**src/rtl/game_pkg.sv**
```systemverilog
// Shared arena geometry, colours and sweep-bar FSM states.
// Imported by draw_sweep_bar and the later obstacle stages.
package game_pkg;

  localparam logic [11:0] TOP_V_LINE    = 12'd367;
  localparam logic [11:0] BOTTOM_V_LINE = 12'd667;
  localparam logic [11:0] LEFT_H_LINE   = 12'd361;
  localparam logic [11:0] RIGHT_H_LINE  = 12'd661;

  localparam logic [11:0] BAR_COLOR  = 12'hF00;
  localparam logic [11:0] WARN_COLOR = 12'h840;

  typedef enum logic [1:0] {
    IDLE,
    WARN,
    SWEEP,
    DONE
  } bar_state_e;

  // Inclusive range test, widened so bounds never wrap.
  function automatic logic in_span(
    input logic [12:0] val,
    input logic [12:0] lo,
    input logic [12:0] hi
  );
    return (val >= lo) && (val <= hi);
  endfunction

endpackage

```
**src/rtl/frame_tick_gen.sv**
```systemverilog
// One-cycle frame strobe, registered one cycle after the
// raster origin (hcount==0, vcount==0) is seen.
module frame_tick_gen (
  input  logic        pclk,
  input  logic        rst,
  input  logic [11:0] hcount_i,
  input  logic [11:0] vcount_i,
  output logic        tick_o
);

  logic tick_q;

  // Register the origin detect so the strobe is glitch-free.
  always_ff @(posedge pclk) begin
    if (rst) begin
      tick_q <= 1'b0;
    end else begin
      tick_q <= (hcount_i == 12'd0) && (vcount_i == 12'd0);
    end
  end

  assign tick_o = tick_q;

endmodule

```
**src/rtl/draw_sweep_bar.sv**
```systemverilog
// Laser-bar overlay: warning phase, then a top-to-bottom sweep,
// with per-frame cursor collision and a one-cycle pipeline delay.
module draw_sweep_bar
  import game_pkg::*;
#(
  parameter int unsigned BAR_H       = 10,
  parameter int unsigned SPEED       = 2,
  parameter int unsigned WARN_FRAMES = 60
) (
  input  logic        pclk,
  input  logic        rst,
  input  logic [11:0] hcount_in,
  input  logic [11:0] vcount_in,
  input  logic        hsync_in,
  input  logic        vsync_in,
  input  logic        hblnk_in,
  input  logic        vblnk_in,
  input  logic [11:0] rgb_in,
  input  logic        start,
  input  logic [11:0] xpos,
  input  logic [11:0] ypos,
  output logic [11:0] hcount_out,
  output logic [11:0] vcount_out,
  output logic        hsync_out,
  output logic        vsync_out,
  output logic        hblnk_out,
  output logic        vblnk_out,
  output logic [11:0] rgb_out,
  output logic        hit,
  output logic        done,
  output logic        busy
);

  localparam int unsigned WW = $clog2(WARN_FRAMES + 1);
  localparam logic [12:0] END_ROW =
    {1'b0, BOTTOM_V_LINE} - 13'(BAR_H) + 13'd1;
  localparam logic [12:0] X_LO = {1'b0, LEFT_H_LINE};
  localparam logic [12:0] X_HI = {1'b0, RIGHT_H_LINE};

  bar_state_e    state_q, state_d;
  logic [11:0]   bar_y_q, bar_y_d;
  logic [WW-1:0] warn_cnt_q, warn_cnt_d;
  logic          hit_q;
  logic          tick;

  logic [12:0] bar_top;
  logic [12:0] bar_bot;
  logic [12:0] bar_next;
  logic        active;
  logic        pix_in_bar;
  logic        cur_in_bar;
  logic        hit_d;
  logic [11:0] rgb_d;

  frame_tick_gen u_tick (
    .pclk     (pclk),
    .rst      (rst),
    .hcount_i (hcount_in),
    .vcount_i (vcount_in),
    .tick_o   (tick)
  );

  assign bar_top  = {1'b0, bar_y_q};
  assign bar_bot  = bar_top + 13'(BAR_H - 1);
  assign bar_next = bar_top + 13'(SPEED);
  assign active   = (state_q == WARN) || (state_q == SWEEP);

  assign pix_in_bar =
    in_span({1'b0, vcount_in}, bar_top, bar_bot) &&
    in_span({1'b0, hcount_in}, X_LO, X_HI);

  assign cur_in_bar =
    in_span({1'b0, ypos}, bar_top, bar_bot) &&
    in_span({1'b0, xpos}, X_LO, X_HI);

  // Collision uses bar_y before this tick moves it.
  assign hit_d = tick && (state_q == SWEEP) && cur_in_bar;

  // Next state, bar row and warning count; all motion on tick only.
  always_comb begin
    state_d    = state_q;
    bar_y_d    = bar_y_q;
    warn_cnt_d = warn_cnt_q;
    unique case (state_q)
      IDLE: begin
        if (start) begin
          state_d    = WARN;
          bar_y_d    = TOP_V_LINE;
          warn_cnt_d = '0;
        end
      end
      WARN: begin
        if (tick) begin
          warn_cnt_d = warn_cnt_q + WW'(1);
          if (warn_cnt_q == WW'(WARN_FRAMES - 1)) begin
            state_d = SWEEP;
          end
        end
      end
      SWEEP: begin
        if (tick) begin
          if (bar_next > END_ROW) begin
            state_d = DONE;
          end else begin
            bar_y_d = bar_next[11:0];
          end
        end
      end
      DONE: begin
        state_d = IDLE;
      end
    endcase
  end

  // Pixel colour: blanking wins, then bar overlay, else pass-through.
  always_comb begin
    rgb_d = rgb_in;
    if (hblnk_in || vblnk_in) begin
      rgb_d = 12'h000;
    end else if (active && pix_in_bar) begin
      rgb_d = (state_q == WARN) ? WARN_COLOR : BAR_COLOR;
    end
  end

  // FSM and bar state registers.
  always_ff @(posedge pclk) begin
    if (rst) begin
      state_q    <= IDLE;
      bar_y_q    <= TOP_V_LINE;
      warn_cnt_q <= '0;
      hit_q      <= 1'b0;
    end else begin
      state_q    <= state_d;
      bar_y_q    <= bar_y_d;
      warn_cnt_q <= warn_cnt_d;
      hit_q      <= hit_d;
    end
  end

  // One-cycle delay of timing and composited colour.
  always_ff @(posedge pclk) begin
    if (rst) begin
      hcount_out <= '0;
      vcount_out <= '0;
      hsync_out  <= 1'b0;
      vsync_out  <= 1'b0;
      hblnk_out  <= 1'b0;
      vblnk_out  <= 1'b0;
      rgb_out    <= '0;
    end else begin
      hcount_out <= hcount_in;
      vcount_out <= vcount_in;
      hsync_out  <= hsync_in;
      vsync_out  <= vsync_in;
      hblnk_out  <= hblnk_in;
      vblnk_out  <= vblnk_in;
      rgb_out    <= rgb_d;
    end
  end

  assign hit  = hit_q;
  assign done = (state_q == DONE);
  assign busy = active;

endmodule
```
**config.mk**
```make
export PLATFORM = sky130hd
export DESIGN_NAME = draw_sweep_bar
export DESIGN_NICKNAME = d
export VERILOG_FILES = /design/src/rtl/game_pkg.sv /design/src/rtl/frame_tick_gen.sv /design/src/rtl/draw_sweep_bar.sv
export SDC_FILE = /design/constraint.sdc
export NUM_CORES = 1
export LEC_CHECK = 0
export BUFFER_PORTS_ARGS = -buffer_cell sky130_fd_sc_hd__clkbuf_2
export CAP_MARGIN = 30
export CELL_PAD_IN_SITES_DETAIL_PLACEMENT = 1
export CELL_PAD_IN_SITES_GLOBAL_PLACEMENT = 1
export CORE_MARGIN = 2
export CORE_UTILIZATION = 36
export CTS_CLUSTER_DIAMETER = 100
export DETAILED_ROUTE_END_ITERATION = 8
export HOLD_SLACK_MARGIN = 0.06
export PLACE_DENSITY_LB_ADDON = 0.12
export SYNTH_ARGS = -nofsm -noshare
export SYNTH_HDL_FRONTEND = slang
export SYNTH_HIERARCHICAL = 1
export SYNTH_SLANG_ARGS = --single-unit
```
**constraint.sdc**
```tcl
create_clock -name pclk -period 2.95 [get_ports pclk]
set_clock_uncertainty 0.2 [all_clocks]
set_input_delay 0.1475 -clock pclk [delete_from_list [all_inputs] [get_ports pclk]]
set_output_delay 0.1475 -clock pclk [all_outputs]
set_load 0.02 [all_outputs]
```
Word level (Yosys, flattened, before mapping)
Index checks and enable logic that the tools add are counted.
{"block": "word_totals", "input_bits": 67, "word_cells": 70, "ff_bits": 62, "output_inout_bits": 43}
{"block": "op_classes", "n_eq_ne": 10, "n_reduce_logical": 21, "mux": 15, "n_lt_le_gt_ge": 9, "n_addsub": 3}
{"op": "two-way mux 12 bit", "count": 4}
{"op": "less-or-equal comparator 12 x 13 -> 1 bit", "count": 2}
{"op": "greater-or-equal comparator 12 bit", "count": 2}
{"op": "greater-or-equal comparator 12 x 9 -> 1 bit (second input constant)", "count": 2}
{"op": "less-or-equal comparator 12 x 10 -> 1 bit (second input constant)", "count": 2}
{"op": "zero test 12 bit", "count": 2}
{"op": "one-hot mux 12 bit (2 select lines)", "count": 1}
{"op": "adder 12 x 2 -> 13 bit (second input constant)", "count": 1}
{"op": "adder 12 x 4 -> 13 bit (second input constant)", "count": 1}
{"op": "greater-than comparator 13 x 10 -> 1 bit (second input constant)", "count": 1}
{"op": "two-way mux 6 bit", "count": 2}
{"op": "one-hot mux 6 bit (2 select lines)", "count": 1}
{"op": "two-way mux 11 bit", "count": 1}
{"op": "logical AND 1 bit", "count": 10}
{"op": "two-way mux 2 bit", "count": 5}
{"op": "inequality test 2 x 1 -> 1 bit (second input constant)", "count": 4}
{"op": "one-hot mux 2 bit (4 select lines)", "count": 1}
{"op": "adder 6 x 1 -> 6 bit (second input constant)", "count": 1}
{"op": "equality test 6 bit (second input constant)", "count": 1}
{"op": "AND reduction 5 bit", "count": 1}
{"op": "equality test 2 bit (second input constant)", "count": 2}
{"op": "inequality test 2 bit (second input constant)", "count": 2}
{"op": "AND reduction 4 bit", "count": 1}
{"op": "nonzero test 2 bit", "count": 2}
{"op": "5 further kinds", "count": 6}

Depth between registers and ports, before layout
Gate-level depths: netlist (run 1).
{"block": "logic_depth", "ltp_word": 6, "ltp_mapped": 12, "ltp_nobuf": 11}

Hierarchy
The synthesis (run 1) kept the hierarchy.
{"mod": "draw_sweep_bar", "seq_area_each_um2": 1221.2, "area_per_inst_um2": 3892.5, "cells_each": 418, "n_inst": 1}
{"mod": "frame_tick_gen", "seq_area_each_um2": 20.0, "area_per_inst_um2": 75.1, "cells_each": 11, "n_inst": 1}

Worst setup path after synthesis (run 1)
No wires, ideal clock.
{"block": "synth_timing", "path_type": "flip-flop to flip-flop", "start": "register bar_y_q[1]", "end": "register rgb_out[10]", "synth_period_minus_slack_ns": 2.919, "t_arrival_ns": 2.602, "path_stages_with_launch": 12, "setup_ns": 0.117, "n_path_buf": 0, "setup_slack_ns": 0.031, "t_required_ns": 2.633, "path_cell_list": "dfxtp_1 ha_1 a21oi_4 or3_1 xnor2_1 ha_1 a211oi_1 nand2_1 a41oi_1 nand3_1 a22o_2 a22o_1"}
{"block": "synth_via", "elab_chain_cells": 6, "elab_cells_between_ends": 7, "classes_between": "add/sub (1); order compare (2); mux (1); reduce/logical (3)"}
{"element": "from (decl)", "line_no": "draw_sweep_bar.sv:41", "source": "logic [11:0] bar_y_q, bar_y_d;"}
{"element": "from (signal assigned)", "line_no": "draw_sweep_bar.sv:134", "source": "bar_y_q <= bar_y_d;"}
{"element": "adder 12 x 4 -> 13 bit", "line_no": "draw_sweep_bar.sv:64", "source": "assign bar_bot = bar_top + 13'(BAR_H - 1);"}
{"element": "less-or-equal comparator 12 x 13 -> 1 bit", "line_no": "game_pkg.sv:26", "source": "return (val >= lo) && (val <= hi);"}
{"element": "logical AND 1 bit (*)", "line_no": "game_pkg.sv:26"}
{"element": "logical AND 1 bit (*)", "line_no": "draw_sweep_bar.sv:69", "source": "in_span({1'b0, vcount_in}, bar_top, bar_bot) &&"}
{"element": "logical AND 1 bit (*)", "line_no": "draw_sweep_bar.sv:120", "source": "end else if (active && pix_in_bar) begin"}
{"element": "two-way mux 12 bit (*)", "line_no": "draw_sweep_bar.sv:120"}
{"element": "to (signal assigned)", "line_no": "draw_sweep_bar.sv:157", "source": "rgb_out <= rgb_d;"}
{"element": "to (decl)", "line_no": "draw_sweep_bar.sv:28", "source": "output logic [11:0] rgb_out,"}
Mark *: on every way between the ends. The rest lies on a longest branch, timed or not.
A chain may end at the register's enable or synchronous reset.

Final worst setup path (run 1)
{"block": "layout_timing", "start": "register bar_y_q[0]", "end": "register rgb_out[8]"}
Same word-level chain as after synthesis.

==> metrics, run 1 <==
Die Wd 109 um; Placer Congestion 0.875; P_sw 864 uW; fin crit period 2.91 ns; post-place setup slack -0.0468 ns; fillers 1287; initial DRC count 119; DR vias/cell 5.34; Inserted Diodes 0; Syn Area/Cell 9.25 um2; outcome finished clean; Remaining DRCs 0; Sink Count 62; DR WL/cell 19.3 um; DP HPWL 10200 um; #FFs+latches synth 62; Worst Hold Launch ypos[8]; design area 5780 um2; nature of the critical path endpoint register; Seq/Total Area, Yosys 0.313; port bufs 109; max_cap viols 0; worst endpoint required time 2.99 ns; start of the worst register-to-register path bar_y_q[0]; global-route wire length before repair 21700 um; Boundary Pins 110; Hold Violations, Final 0; CTS tree built; final slew viol count 0; Placed Area 4870 um2; CTS H-tree depth 3; Slew headroom 0.576; Total Routed Length 14800 um; Critical Path AT 2.95 ns; final setup fails 0; Worst VDD drop 0.000273 V; commonest register cell after synthesis dfxtp_1; worst-path fanout max 5; Clk Latency, worst-skew pair 0.35 ns; Core Util, Final 0.535; core box area 10800 um2; fraction of registers with async set/reset 0; slowest cell on the critical path dfxtp_2; WS Path Type reg2reg; Post-Syn Nets 550; WHS 0.0875 ns; initial antenna violation count 0; Worst-Margin Slew 0.630 ns; multi-input logic area 2750 um2; mapped cell area 3970 um2; gr usage total 0.239; Internal 1570 uW; number of synthesized flops with an enable pin 0; largest net degree at the start of global routing 39; Rows 38; total number of vias 4108; cell area power density 421 nW/um2; total iterations of the first detailed-routing run 4; CTS clk-pin slew, worst paths 0.07 ns; CP max stage delay 0.36 ns; combinational share of power 0.339; PnR worst setup slack 0.0426 ns; Max Clk Rate 344 MHz; Num CTS Buffers 9; CP cell instances buf_6 > inv_2 > ha_1 > inv_2 > ha_1 > nor2b_1 > o21ai_0 > a21oi_1 > o211ai_1 > nand3_4 > a22o_4 > a22o_1; nets 746; Longest Clk Path Bufs 2; sw frac 0.355; Buf/Inv on CP 3; vias in the first global route 4356; Critical Path Start bar_y_q[0]; Synth Instances 429; Worst setup SP type register; Antenna Nets Post-Route 0; die area 11900 um2; global route total overflow 0; Sequential Power Share 0.377; Layout area overhead 45.7%; Final Cycle Share 0.986; synth warn 6; Hold Path Class in2reg; starting density of the core 0.368; Yosys cell types 70; Clock Power Share 0.283; leak pwr 0.00263 uW; kind of cell adding the most delay to the critical path compound AO/OA/AOI/OAI gates; share of cells above drive strength 1 0.338; Storage cell area 1250 um2; Power Total 2440 uW; clk root buf clkbuf_8; Die Height 109 um
[flip-flops by register name (all words and copies together), names as in the netlist]
register       count
warn_cnt_q         6
rgb_out           12
vcount_out        12
vsync_out          1
hcount_out        12
bar_y_q           12
hblnk_out          1
hsync_out          1
state_q            2
vblnk_out          1
hit                1
u_tick/tick_o      1
[per-stage QoR]
step / TNS [ns] / instances
after detailed placement: -0.138 / 698
after floorplan: 0 / 429
after CTS: 0 / 760
final: 0 / 770
after global placement: 0 / 698
after global routing: -0.353 / 770
[cell usage in the layout (no fill, tap or decap), types with 6 or more instances in the layout]
cell type | synthesis | final
dlygate4sd3_1 | 0 | 46
nand2_1 | 18 | 18
o21ai_0 | 11 | 11
nand3_1 | 9 | 7
o211ai_1 | 6 | 6
inv_1 | 22 | 20
clkbuf_8 | 0 | 10
clkbuf_2 | 0 | 109
and3_1 | 8 | 7
nand2b_1 | 8 | 8
nor2b_1 | 34 | 34
a21oi_1 | 20 | 20
ha_1 | 54 | 51
o21a_1 | 9 | 9
dfxtp_1 | 62 | 57
and2_1 | 9 | 9
nor4_1 | 12 | 11
nor3_1 | 11 | 9
nand4_1 | 6 | 6
nor2_1 | 24 | 23
xnor2_1 | 11 | 9
buf_4 | 5 | 42
[layout make-up]
class | count | share of cell area
multi-input combinational | 330 | 0.476
inverter | 23 | 0.0149
tap | 140 | 0.0303
timing repair buffer | 199 | 0.233
sequential | 62 | 0.216
clock inverter | 5 | 0.00606
clock buffer | 11 | 0.0245
[worst paths after layout]
check / slack, ns / end / cells after the start
setup / recovery: 0.04 / rgb_out[8] / 12
setup reg to reg: 0.04 / rgb_out[8] / 12
hold / removal: 0.09 / hit / 5
hold reg to reg: 0.28 / warn_cnt_q[1] / 2
[logic make-up after synthesis]
family,synth area share
simple gates,0.226
compound gates,0.199
flops,0.313
fa+ha+maj,0.173
buf+inv,0.0423
xor+xnor,0.0388
mux,0.00757
[worst reg2reg max path, stage by stage, from the launching register on]
cell      delay (ns)
dfxtp_2         0.36
buf_6           0.14
inv_2           0.06
ha_1            0.29
inv_2           0.06
ha_1            0.31
nor2b_1         0.15
o21ai_0         0.15
a21oi_1         0.10
o211ai_1        0.31
nand3_4         0.16
a22o_4          0.28
a22o_1          0.24
[layer usage]
metal  up-vias  GRT usage  wire length, um
met3        26     0.0383              507
met5         -          0                0
met4         0     0.0925              423
li1       1958          -                -
met2       104      0.435             7770
met1      2020      0.277             6120
[power by group through the flow]
stage          Clock [uW]  Sequential (uW)  Combinational, uW
2_1_floorplan           0              967                410
3_3_place_gp            0              930                700
3_5_place_dp            0              934                719
4_1_cts               697              914                774
5_1_grt               742              925                906
6_report              690              919                827
[cells in the mapped netlist (2+ instances only)]
cell	n	area [um2]
and3_1	8	50.1
a21boi_0	2	15.0
mux2i_1	3	30.0
o21ai_0	11	55.1
a221oi_2	2	30.0
or3_1	2	12.5
nand3_1	9	45.0
nand2_1	18	67.6
nor3_1	11	55.1
a41oi_1	2	17.5
xor2_1	4	35.0
nor2_1	24	90.1
nor3b_1	2	15.0
buf_4	5	37.5
nand4b_1	2	17.5
a21o_1	5	37.5
nor2b_1	34	213
nor4_1	12	75.1
xnor2_1	11	96.3
nand3b_1	3	22.5
inv_1	22	82.6
o31a_1	4	35.0
ha_1	54	676
a22o_1	4	35.0
a31oi_1	2	12.5
nand4_1	6	37.5
o221ai_1	3	26.3
a221o_1	2	20.0
o21a_1	9	67.6
a21oi_1	20	100
nand2b_1	8	50.1
a2111oi_0	2	17.5
clkbuf_1	5	18.8
and2_1	9	56.3
o211ai_1	6	45.0
dfxtp_1	62	1240
buf_2	5	25.0
a211o_1	4	35.0
[repair_timing]
| action | in CTS | in global routing |
|---|---|---|
| gates resized for setup | 3 | 33 |
| gates cloned | 0 | 1 |
| pin swaps | 0 | 18 |
| hold buffers | 46 | 0 |
| setup endpoints to repair | 4 | 15 |
| buffers inserted | 0 | 9 |
| hold endpoints to repair | 43 | 0 |
No activity file was read; power rests on OpenSTA's default activity.
==> run 2: changes to the inputs <==
- CORE_UTILIZATION: 36 -> 37
- CTS_BUF_LIST: not set -> sky130_fd_sc_hd__clkbuf_4 sky130_fd_sc_hd__clkbuf_8
- clock period: 2.95 -> 2.5 ns (I/O delays scaled with it)
==> run 2 against run 1 <==
Effect of this change: non-clock buffer count rose by 38; hold slack got worse by 0.021 ns; critical path depth shrank 1; via count increased by 5.8%; flip-flop and latch count stayed put; highest routed layer unchanged; first-iteration DRC count increased by 24%; the run now ends with negative setup slack left; worst setup slack got worse by 0.43 ns; die area down 2.6%; sequential share of layout area shrank 1.3 points.
==> metrics, run 2 (same netlist as run 1, synthesis figures left out) <==
starting density of the core 0.383; cells on worst reg2reg path 11; sw frac 0.330; port bufs 109; Critical Path AT 2.92 ns; Total Routed Length 16100 um; Num CTS Buffers 9; DR vias/cell 5.40; global routing's busiest layer met2; CP max stage delay 0.37 ns; met1 Track Usage GR 0.284; CTS clk-pin slew, worst paths 0.08 ns; Die Height 108 um; largest net degree at the start of global routing 39; Hold Violations, Final 0; most common cell after layout, fill and taps aside clkbuf_2; Longest Clk Path Bufs 2; DR WL/cell 20.0 um; commonest non-fill, non-tap cells in the layout 109 x clkbuf_2, 80 x buf_4, 59 x dfxtp_1; Hold Path Class in2reg; nature of the critical path endpoint register; die area 11600 um2; hold path cells 5; core box area 10400 um2; combinational share of power 0.344; start of the worst register-to-register path bar_y_q[1]; Die Wd 108 um; final slew viol count 0; global-route wire length before repair 23500 um; sink of the worst hold path hit; outcome complete, but fails checks; worst-path fanout max 5; Internal 2130 uW; Placer Congestion 0.881; Clk Latency, worst-skew pair 0.36 ns; gr usage total 0.266; reg-to-reg endpoint rgb_out[9]; RSZ-0062 raised after global routing true; max_cap viols 0; Final Cycle Share 1.15; Power Total 3170 uW; nets 784; kind of cell adding the most delay to the critical path compound AO/OA/AOI/OAI gates; global route total overflow 0; share of cells above drive strength 1 0.385; Sequential Power Share 0.340; CTS tree built; Clock Power Share 0.317; worst endpoint required time 2.54 ns; DP HPWL 10600 um; final setup fails 20; R2R Setup Slk -0.38 ns; Remaining DRCs 0; initial antenna violation count 1; failing checks negative setup slack; met2 usage 0.504; Sink Count 62; Worst-Margin Slew 0.561 ns; Worst setup SP type register; total iterations of the first detailed-routing run 4; P_sw 1050 uW; met3 usage in global routing 0.0539; Layout area overhead 55.6%; Core Util, Final 0.595; Storage cell area 1250 um2; CP cell instances ha_2 > a21oi_4 > buf_4 > nor2_1 > xnor2_1 > ha_1 > and3_1 > o211ai_1 > nand3_2 > a22o_4 > a22o_1; Antenna Nets Post-Route 0; total number of vias 4347; setup_tns -4.71 ns; Max Clk Rate 347 MHz; cell area power density 513 nW/um2; Buf/Inv on CP 1; initial DRC count 147; fin crit period 2.88 ns; clk root buf clkbuf_8; leak pwr 0.00285 uW; Worst Hold Launch ypos[8]; multi-input logic area 2810 um2; Slew headroom 0.623; CTS H-tree depth 3; slowest cell on the critical path dfxtp_4; PnR worst setup slack -0.383 ns; Worst VDD drop 0.000273 V; fillers 1206; vias in the first global route 4707; Boundary Pins 110; Rows 37; WS Path Type reg2reg
run 2: cell types whose count changed in the layout (fill, tap and decap cells not counted), sizes merged:
cell / change
buf: +40
clkbuf: -1
bufinv: +2
clkinv: -1
dlygate4sd3: -2
diode: +1
run 2: cell type report:
cell class                      count  share of cell area
Multi-Input combinational cell    330               0.455
Timing Repair Buffer              237               0.266
Sequential cell                    62               0.202
Tap cell                          136              0.0276
Clock buffer                       10              0.0213
Clock inverter                      6              0.0140
Inverter                           23              0.0140
Antenna cell                        1            0.000405
run 2: per-layer routing:
metal	vias to the layer above	share of wire
met4	0	0.042
met5	-	0
met3	55	0.041
met2	140	0.52
met1	2101	0.40
li1	2051	-
run 2: worst max-delay path by stage:
| stage | from | end | slack [ns] | depth (start not counted) |
|---|---|---|---|---|
| 6_report | bar_y_q[1] | rgb_out[9] | -0.38 | 11 |
| 3_3_place_gp | bar_y_q[1] | rgb_out[8] | -0.29 | 11 |
| 2_1_floorplan | bar_y_q[0] | rgb_out[10] | -0.24 | 11 |
| 3_5_place_dp | bar_y_q[1] | rgb_out[10] | -0.44 | 11 |
| 4_1_cts | bar_y_q[1] | rgb_out[10] | -0.32 | 11 |
| 5_1_grt | bar_y_q[2] | rgb_out[5] | -0.46 | 11 |
run 2: timing repair:
| item | CTS | global route |
|---|---|---|
| hold buffers | 44 | 0 |
| endpoints found under the setup margin | 25 | 25 |
| hold endpoints to repair | 46 | 0 |
| gates cloned | 1 | 0 |
| pin swaps | 8 | 9 |
| resized for setup | 19 | 17 |
| buffers inserted | 5 | 5 |
run 2: through the flow:
| step | hold slack [ns] | cells | cell area (um2) | worst slack (ns) |
|---|---|---|---|---|
| after floorplan | 0.0491 | 429 | 4020 | -0.236 |
| after global placement | 0.135 | 733 | 5220 | -0.294 |
| after detailed placement | 0.137 | 733 | 5220 | -0.441 |
| after CTS | 0.0702 | 799 | 6030 | -0.320 |
| after global routing | 0.0949 | 804 | 6170 | -0.464 |
| final | 0.0667 | 805 | 6170 | -0.383 |
run 2: power by group through the flow:
stage	clock network, uW	registers [uW]	logic (uW)
after floorplan	0	1150	491
after global placement	0	1090	918
after detailed placement	0	1100	947
after CTS	1020	1070	1030
after global routing	1060	1080	1200
final	1000	1080	1090
run 2: worst register-to-register path, cell delays in order (launching register included):
cell	delay, ns
dfxtp_4	0.37
ha_2	0.21
a21oi_4	0.15
buf_4	0.17
nor2_1	0.06
xnor2_1	0.23
ha_1	0.30
and3_1	0.22
o211ai_1	0.13
nand3_2	0.20
a22o_4	0.30
a22o_1	0.24
